===== src/rtl/instr_fetch.sv =====
// Instruction fetch stage: owns the PC, fetches over a req/ack memory handshake, holds the word for decode.
// Optional IFETCH_PERF_CNT_EN adds retired/stall performance counters.
module instr_fetch #(
    parameter logic [31:0] RESET_PC     = 32'h0000_0000,
    parameter int          IMEM_TIMEOUT = 16
) (
    input  logic        clk,
    input  logic        reset,
    output logic        imem_req,
    output logic [31:0] imem_addr,
    input  logic        imem_ack,
    input  logic [31:0] imem_rdata,
    input  logic        advance,
    input  logic        jump,
    input  logic        jump_sel,
    input  logic        branch,
    input  logic        alu_zero,
    input  logic [31:0] jr_addr,
    output logic        instr_valid,
    output logic [31:0] instr,
    output logic [5:0]  opcode,
    output logic [4:0]  rs,
    output logic [4:0]  rt,
    output logic [4:0]  rd,
    output logic [5:0]  funct,
    output logic [15:0] imm,
    output logic [25:0] target,
    output logic [31:0] pc,
`ifdef IFETCH_PERF_CNT_EN
    output logic [31:0] retired_count,
    output logic [31:0] stall_count,
`endif
    output logic [31:0] pc_plus4,
    output logic        fault
);

    typedef enum logic [1:0] {
        S_RST,
        S_FETCH,
        S_HOLD,
        S_FAULT
    } state_t;

    localparam bit          TIMEOUT_EN   = (IMEM_TIMEOUT != 0);
    localparam logic [31:0] TIMEOUT_LAST = 32'(IMEM_TIMEOUT - 1);

    state_t      state_reg, state_next;
    logic [31:0] pc_reg, pc_next;
    logic [31:0] instr_reg, instr_next;
    logic        valid_reg, valid_next;
    logic        fault_reg, fault_next;
    logic [31:0] cnt_reg, cnt_next;
    logic [31:0] next_pc;
    logic [31:0] branch_off;

    always_ff @(posedge clk or posedge reset) begin
        if (reset) begin
            state_reg <= S_RST;
            pc_reg    <= RESET_PC;
            instr_reg <= 32'h0;
            valid_reg <= 1'b0;
            fault_reg <= 1'b0;
            cnt_reg   <= 32'h0;
        end else begin
            state_reg <= state_next;
            pc_reg    <= pc_next;
            instr_reg <= instr_next;
            valid_reg <= valid_next;
            fault_reg <= fault_next;
            cnt_reg   <= cnt_next;
        end
    end

    // Branch offset is word-scaled and sign-extended; all sums wrap mod 2^32.
    assign branch_off = {{14{instr_reg[15]}}, instr_reg[15:0], 2'b00};

    always_comb begin
        if (jump && jump_sel)
            next_pc = jr_addr;
        else if (jump)
            next_pc = {pc_plus4[31:28], instr_reg[25:0], 2'b00};
        else if (branch && !alu_zero)
            next_pc = pc_plus4 + branch_off;
        else
            next_pc = pc_plus4;
    end

    always_comb begin
        state_next = state_reg;
        pc_next    = pc_reg;
        instr_next = instr_reg;
        valid_next = valid_reg;
        fault_next = fault_reg;
        cnt_next   = cnt_reg;
        imem_req   = 1'b0;
        case (state_reg)
            S_RST: begin
                state_next = S_FETCH;
            end
            S_FETCH: begin
                imem_req = 1'b1;
                cnt_next = cnt_reg + 32'd1;
                // Ack takes precedence over a timeout landing on the same edge.
                if (imem_ack) begin
                    instr_next = imem_rdata;
                    valid_next = 1'b1;
                    cnt_next   = 32'h0;
                    state_next = S_HOLD;
                end else if (TIMEOUT_EN && (cnt_reg == TIMEOUT_LAST)) begin
                    fault_next = 1'b1;
                    state_next = S_FAULT;
                end
            end
            S_HOLD: begin
                if (advance) begin
                    pc_next    = next_pc;
                    valid_next = 1'b0;
                    state_next = S_FETCH;
                end
            end
            S_FAULT: begin
                valid_next = 1'b0;
            end
            default: begin
                state_next = S_RST;
            end
        endcase
    end

`ifdef IFETCH_PERF_CNT_EN
    always_ff @(posedge clk or posedge reset) begin
        if (reset) begin
            retired_count <= 32'h0;
            stall_count   <= 32'h0;
        end else begin
            if (state_reg == S_HOLD && advance)
                retired_count <= retired_count + 32'd1;
            if (state_reg == S_FETCH && !imem_ack)
                stall_count <= stall_count + 32'd1;
        end
    end
`endif

    assign imem_addr   = pc_reg;
    assign pc          = pc_reg;
    assign pc_plus4    = pc_reg + 32'd4;
    assign instr       = instr_reg;
    assign instr_valid = valid_reg;
    assign fault       = fault_reg;
    assign opcode      = instr_reg[31:26];
    assign rs          = instr_reg[25:21];
    assign rt          = instr_reg[20:16];
    assign rd          = instr_reg[15:11];
    assign funct       = instr_reg[5:0];
    assign imm         = instr_reg[15:0];
    assign target      = instr_reg[25:0];

endmodule


===== config.mk =====
export PLATFORM = sky130hd
export DESIGN_NAME = instr_fetch
export DESIGN_NICKNAME = d
export VERILOG_FILES = /design/src/rtl/instr_fetch.sv
export SDC_FILE = /design/constraint.sdc
export NUM_CORES = 1
export LEC_CHECK = 0
export ABC_AREA = 1
export BUFFER_PORTS_ARGS = -buffer_cell sky130_fd_sc_hd__buf_2
export CAP_MARGIN = 20
export CORE_MARGIN = 2
export CORE_UTILIZATION = 47
export DETAILED_ROUTE_END_ITERATION = 8
export PLACE_DENSITY_LB_ADDON = 0.25
export SLEW_MARGIN = 20
export SYNTH_ARGS = -nofsm -noshare
export SYNTH_HDL_FRONTEND = slang
export SYNTH_SLANG_ARGS = --single-unit

===== constraint.sdc =====
create_clock -name clk -period 3.95 [get_ports clk]
set_clock_uncertainty 0.1 [all_clocks]
set_input_delay 0.79 -clock clk [delete_from_list [all_inputs] [get_ports clk]]
set_output_delay 0.79 -clock clk [all_outputs]
set_load 0.05 [all_outputs]

**After elaboration in Yosys (flattened, before gate mapping)**

Cells that the tools add are included.

- Add/sub/neg operators: 3
- Divide/modulo/power cells: 0
- Equal/unequal tests: 7
- Multiplexer cells: 12
- Bitwise operators: 1
- $mul: 0
- Shift-type cells: 0
- Order comparisons: 0
- Reduce and logical (&&, ||, !) cells: 11

Operators with widths:

| kind | count |
|---|---|
| 32-bit 2-to-1 mux | 4 |
| 32-bit by 1-bit adder with 32-bit output, second input constant | 1 |
| 32-bit by 3-bit adder with 32-bit output, second input constant | 1 |
| 32-bit adder | 1 |
| 32-bit by 4-bit equality test with 1-bit output, second input constant | 1 |
| 3-bit AND reduction | 3 |
| 2-bit 2-to-1 mux | 3 |
| 2-bit one-hot mux with 3 select lines | 1 |
| 3-bit nonzero test | 2 |
| 2-bit equality test, second input constant | 2 |
| 2-bit inequality test, second input constant | 2 |
| 2-bit AND reduction | 2 |
| 1-bit 2-to-1 mux | 3 |
| 3-bit inequality test, second input constant | 1 |
| 1-bit one-hot mux with 3 select lines | 1 |
| 2-bit by 1-bit equality test with 1-bit output, second input constant | 1 |
| 1-bit logical AND | 2 |
| 2-bit logical NOT | 1 |
| 1-bit logical NOT | 1 |
| 1-bit inverter | 1 |

- Memory bits (read-only): 0
- Memories kept: 0
- Word-level logic and storage cells: 40
- Input port bits: 72
- Register bits: 100
- Latch bits: 0
- RAM bits: 0
- Output and inout bits: 200

**Depth between registers and ports, before layout**

- Depth after elaboration: 5
- Mapped depth: 23

**Least setup slack after synthesis**

OpenSTA, ideal clock, no wires.

- Path type: register to register
- From: reg pc_reg[2], in the netlist imem_addr[2]
- To: reg pc_reg[18], in the netlist imem_addr[18]
- Data required time: 3.782 ns
- Stages on the path, launching flop included: 19
- Library setup time: 0.068 ns
- Arrival: 3.675 ns
- Slack: 0.107 ns
- Path buffers: 0
- Cell sequence: dfrtp_1 > ha_1 > nand3_1 > nor2_1 > nand2_1 > nor2_1 > xor2_1 > ha_1 > nand2_1 > inv_1 > a21oi_1 > o21ai_0 > inv_1 > nand2_1 > nand2_1 > nand2_1 > o21ai_0 > nand2_1 > nand2_1

- Cells in the longest elaborated chain, start to end: 5

RTL lines:

| item | RTL line | RTL |
|---|---|---|
| from (decl) | 48 | `logic [31:0] pc_reg, pc_next;` |
| from (signal assigned) | 66 | `pc_reg <= pc_next;` |
| 32-bit by 3-bit adder with 32-bit output | 146 | `assign pc_plus4 = pc_reg + 32'd4;` |
| via pc_plus4[16] | 33 | `output logic [31:0] pc_plus4,` |
| 32-bit adder | 83 | `next_pc = pc_plus4 + branch_off;` |
| 32-bit 2-to-1 mux | 82 | `else if (branch && !alu_zero)` |
| 32-bit 2-to-1 mux | 80 | `else if (jump)` |
| 32-bit 2-to-1 mux | 78 | `if (jump && jump_sel)` |

The timed path passes the listed nets, and every way through them passes these cells.
A chain may end at the register's enable or synchronous reset.

**Worst setup path in the final report**

- From: reg pc_reg[2], in the netlist imem_addr[2]
- To: reg pc_reg[21], in the netlist imem_addr[21]

- Cells in the longest elaborated chain, start to end: 5

RTL lines:

| item | RTL line |
|---|---|
| 32-bit by 3-bit adder with 32-bit output * | 146 |
| 32-bit adder | 83 |
| 32-bit 2-to-1 mux * | 82 |
| 32-bit 2-to-1 mux * | 80 |
| 32-bit 2-to-1 mux * | 78 |

Every way passes the cells marked *; elsewhere a longest branch is shown, timed or not.

==> out/qor.csv <==
metric,value,unit
cts_buffers,9,
synth_top_area_share,27.0,%
syn_avg_cell_area,6.33,sq um
multi_input_area,5130,sq um
cts_setup_buffers,0,
clk_pin_slew,70,ps
syn2layout_area_growth,13.0,%
finalCritPeriodShare,93.2,%
vias_per_cell,5.22,
place_area,10200,sq um
yosys_warnings,0,
whs,396,ps
synth_area,9250,sq um
run_status,completed,
min_period,3680,ps
die_w,144,um
yosysUniqueCellTypes,50,
post-route-util,53.9,%
wirelength,32300,um
slew_violations,0,
firstDrtPassIters,5,
critPathMaxFanout,6,
relSlewSlack,39.8,%
startpoint_type,register,
htree_levels,3,
grt_pass1_wl,49400,um
num-fill-cells,2001,
async_flop_share,100,%
synth.net_count,1572,
fp.dieH,144,um
yosys.area.top_type,dfrtp_1,
route.detailed.drc,0,
cap_viol_max_count,0,
first_global_vias,8955,
crit_required,4140,ps
nets,1734,
clock_latency,360,ps
setup_viol,0,
yosys_most_used_dff,dfrtp_1,
min_path_type,reg2reg,
worst_pin_slew,902,ps
vias,9883,
first_iter_violations,855,
post_cts_resized,0,
tns,0,ps
coreArea,19400,sq um
synth.area.top_cells,"dfrtp_1 27%, nand2_1 21%, buf_4 8.4%",
start_util,47.7,%
critPathCaptureType,register,
wl_per_cell,17.0,um
rsz0062_at_grt,false,
grt_use_total,30.9,%
drive_gt1_share,21.4,%
portBuffers,271,
clock_path_buffers,2,
antenna_found_initial,0,
diodes,0,
finalInstanceArea,10500,sq um
grt_max_degree,69,
overflow,0,
regArea,2500,sq um
fmax,272,MHz
yosys_register_bits,100,
root_buffer,clkbuf_16,
synth_edf_count,0,
pin_count,272,
timing_worst_setup_path_type,reg2reg,
cts_sinks,100,
place_hpwl,25500,um
rows,51,
syn_inst,1462,
final_antenna_net_count,0,
cts_tree,built,
cts_hold_buf,0,
cp_data_arrival_time,3880,ps
die_area,20800,sq um
globalplace.congestion,0.984,
synth_seq_area_share,27.0,%
timing.final.hold_violations,0,
-- Yosys cell counts, types with 15 or more instances --
master    number
nor3_1        25
ha_1          37
dfrtp_1      100
nand2_1      514
o21ai_0       47
inv_1        181
buf_4        103
nand3_1       83
nor2_1       124
a21oi_1       44
clkbuf_1      15
nand4_1       29
xor2_1        17
-- path summary, 6_finish.rpt --
path / cells past startpoint / start / slack [ps] / endpoint
hold reg to reg: 2 / instr[27] / 400 / instr[27]
setup / recovery: 19 / imem_addr[2] / 270 / imem_addr[21]
setup reg to reg: 19 / imem_addr[2] / 270 / imem_addr[21]
hold / removal: 2 / instr[27] / 400 / instr[27]
max in group asynchronous: 3 / reset / 2520 / instr[27]
min in group asynchronous: 2 / reset / 520 / imem_addr[30]
-- kinds of logic after synthesis --
kind of cell	Yosys count	synth area share, %
AO/OA/AOI/OAI	146	9.75
XOR/XNOR	22	2.08
adder cells (fa/ha/maj)	38	5.22
buffers and inverters	328	17.6
flip-flops	100	27.0
AND/OR/NAND/NOR	828	38.3
-- per-layer routing --
layer	vias to the layer above	share of wire [%]	track usage, %
li1	4859	-	-
met1	4557	42	41.9
met2	426	47	51.5
met3	41	8.1	4.87
met4	0	2.2	8.28
met5	-	0	0
-- cell type report --
cell class | count | share of cell area (%)
clock inverter | 6 | 0.599
timing repair buffer | 283 | 14.0
inverter | 196 | 7.06
sequential | 100 | 23.9
clock buffer | 10 | 2.19
multi-input combinational | 1034 | 49.1
tap | 265 | 3.17
-- worst max-delay path, stage by stage, from the launching register on --
cell,delay (ps)
dfrtp_1,460
ha_1,370
nand3_1,220
nor2_1,170
nand2_1,150
xor2_1,370
ha_1,360
nand2_1,190
inv_1,60
a21oi_1,150
nand2_1,120
nand2_1,80
nand2_1,160
nand2_1,130
nand2_1,50
nand2_1,50
nand3_1,160
nand2_1,150
nand2_1,60
nand2_1,50
-- cells in the final DEF, fill, tap and decap left out, types with 4 or more instances in the layout --
master,instances
nand2_2,6
nor2_1,124
or2_1,4
or2_2,5
nand4_1,29
clkinv_1,4
o21ai_0,47
nor2_2,5
a21oi_1,44
buf_2,271
ha_1,37
nor2_4,5
o221a_2,9
clkbuf_16,9
nor3_1,25
nand2_1,514
buf_4,11
dfrtp_1,100
xor2_1,16
and2_1,10
a22oi_1,9
nand3_1,83
inv_2,11
o21bai_1,6
o211ai_1,4
nor4_1,5
inv_1,180
a21o_1,5
xnor2_1,5
-- metrics by stage --
stage / worst slack [ps] / instances
after CTS: 334 / 1894
after global routing: 59.6 / 1894
final: 268 / 1894
after detailed placement: 362 / 1878
after global placement: 342 / 1878
after floorplan: 107 / 1462
Power is left out: the tool's default activity adds up to more than one toggle a clock period on the data nets, which glitch-free logic cannot reach.
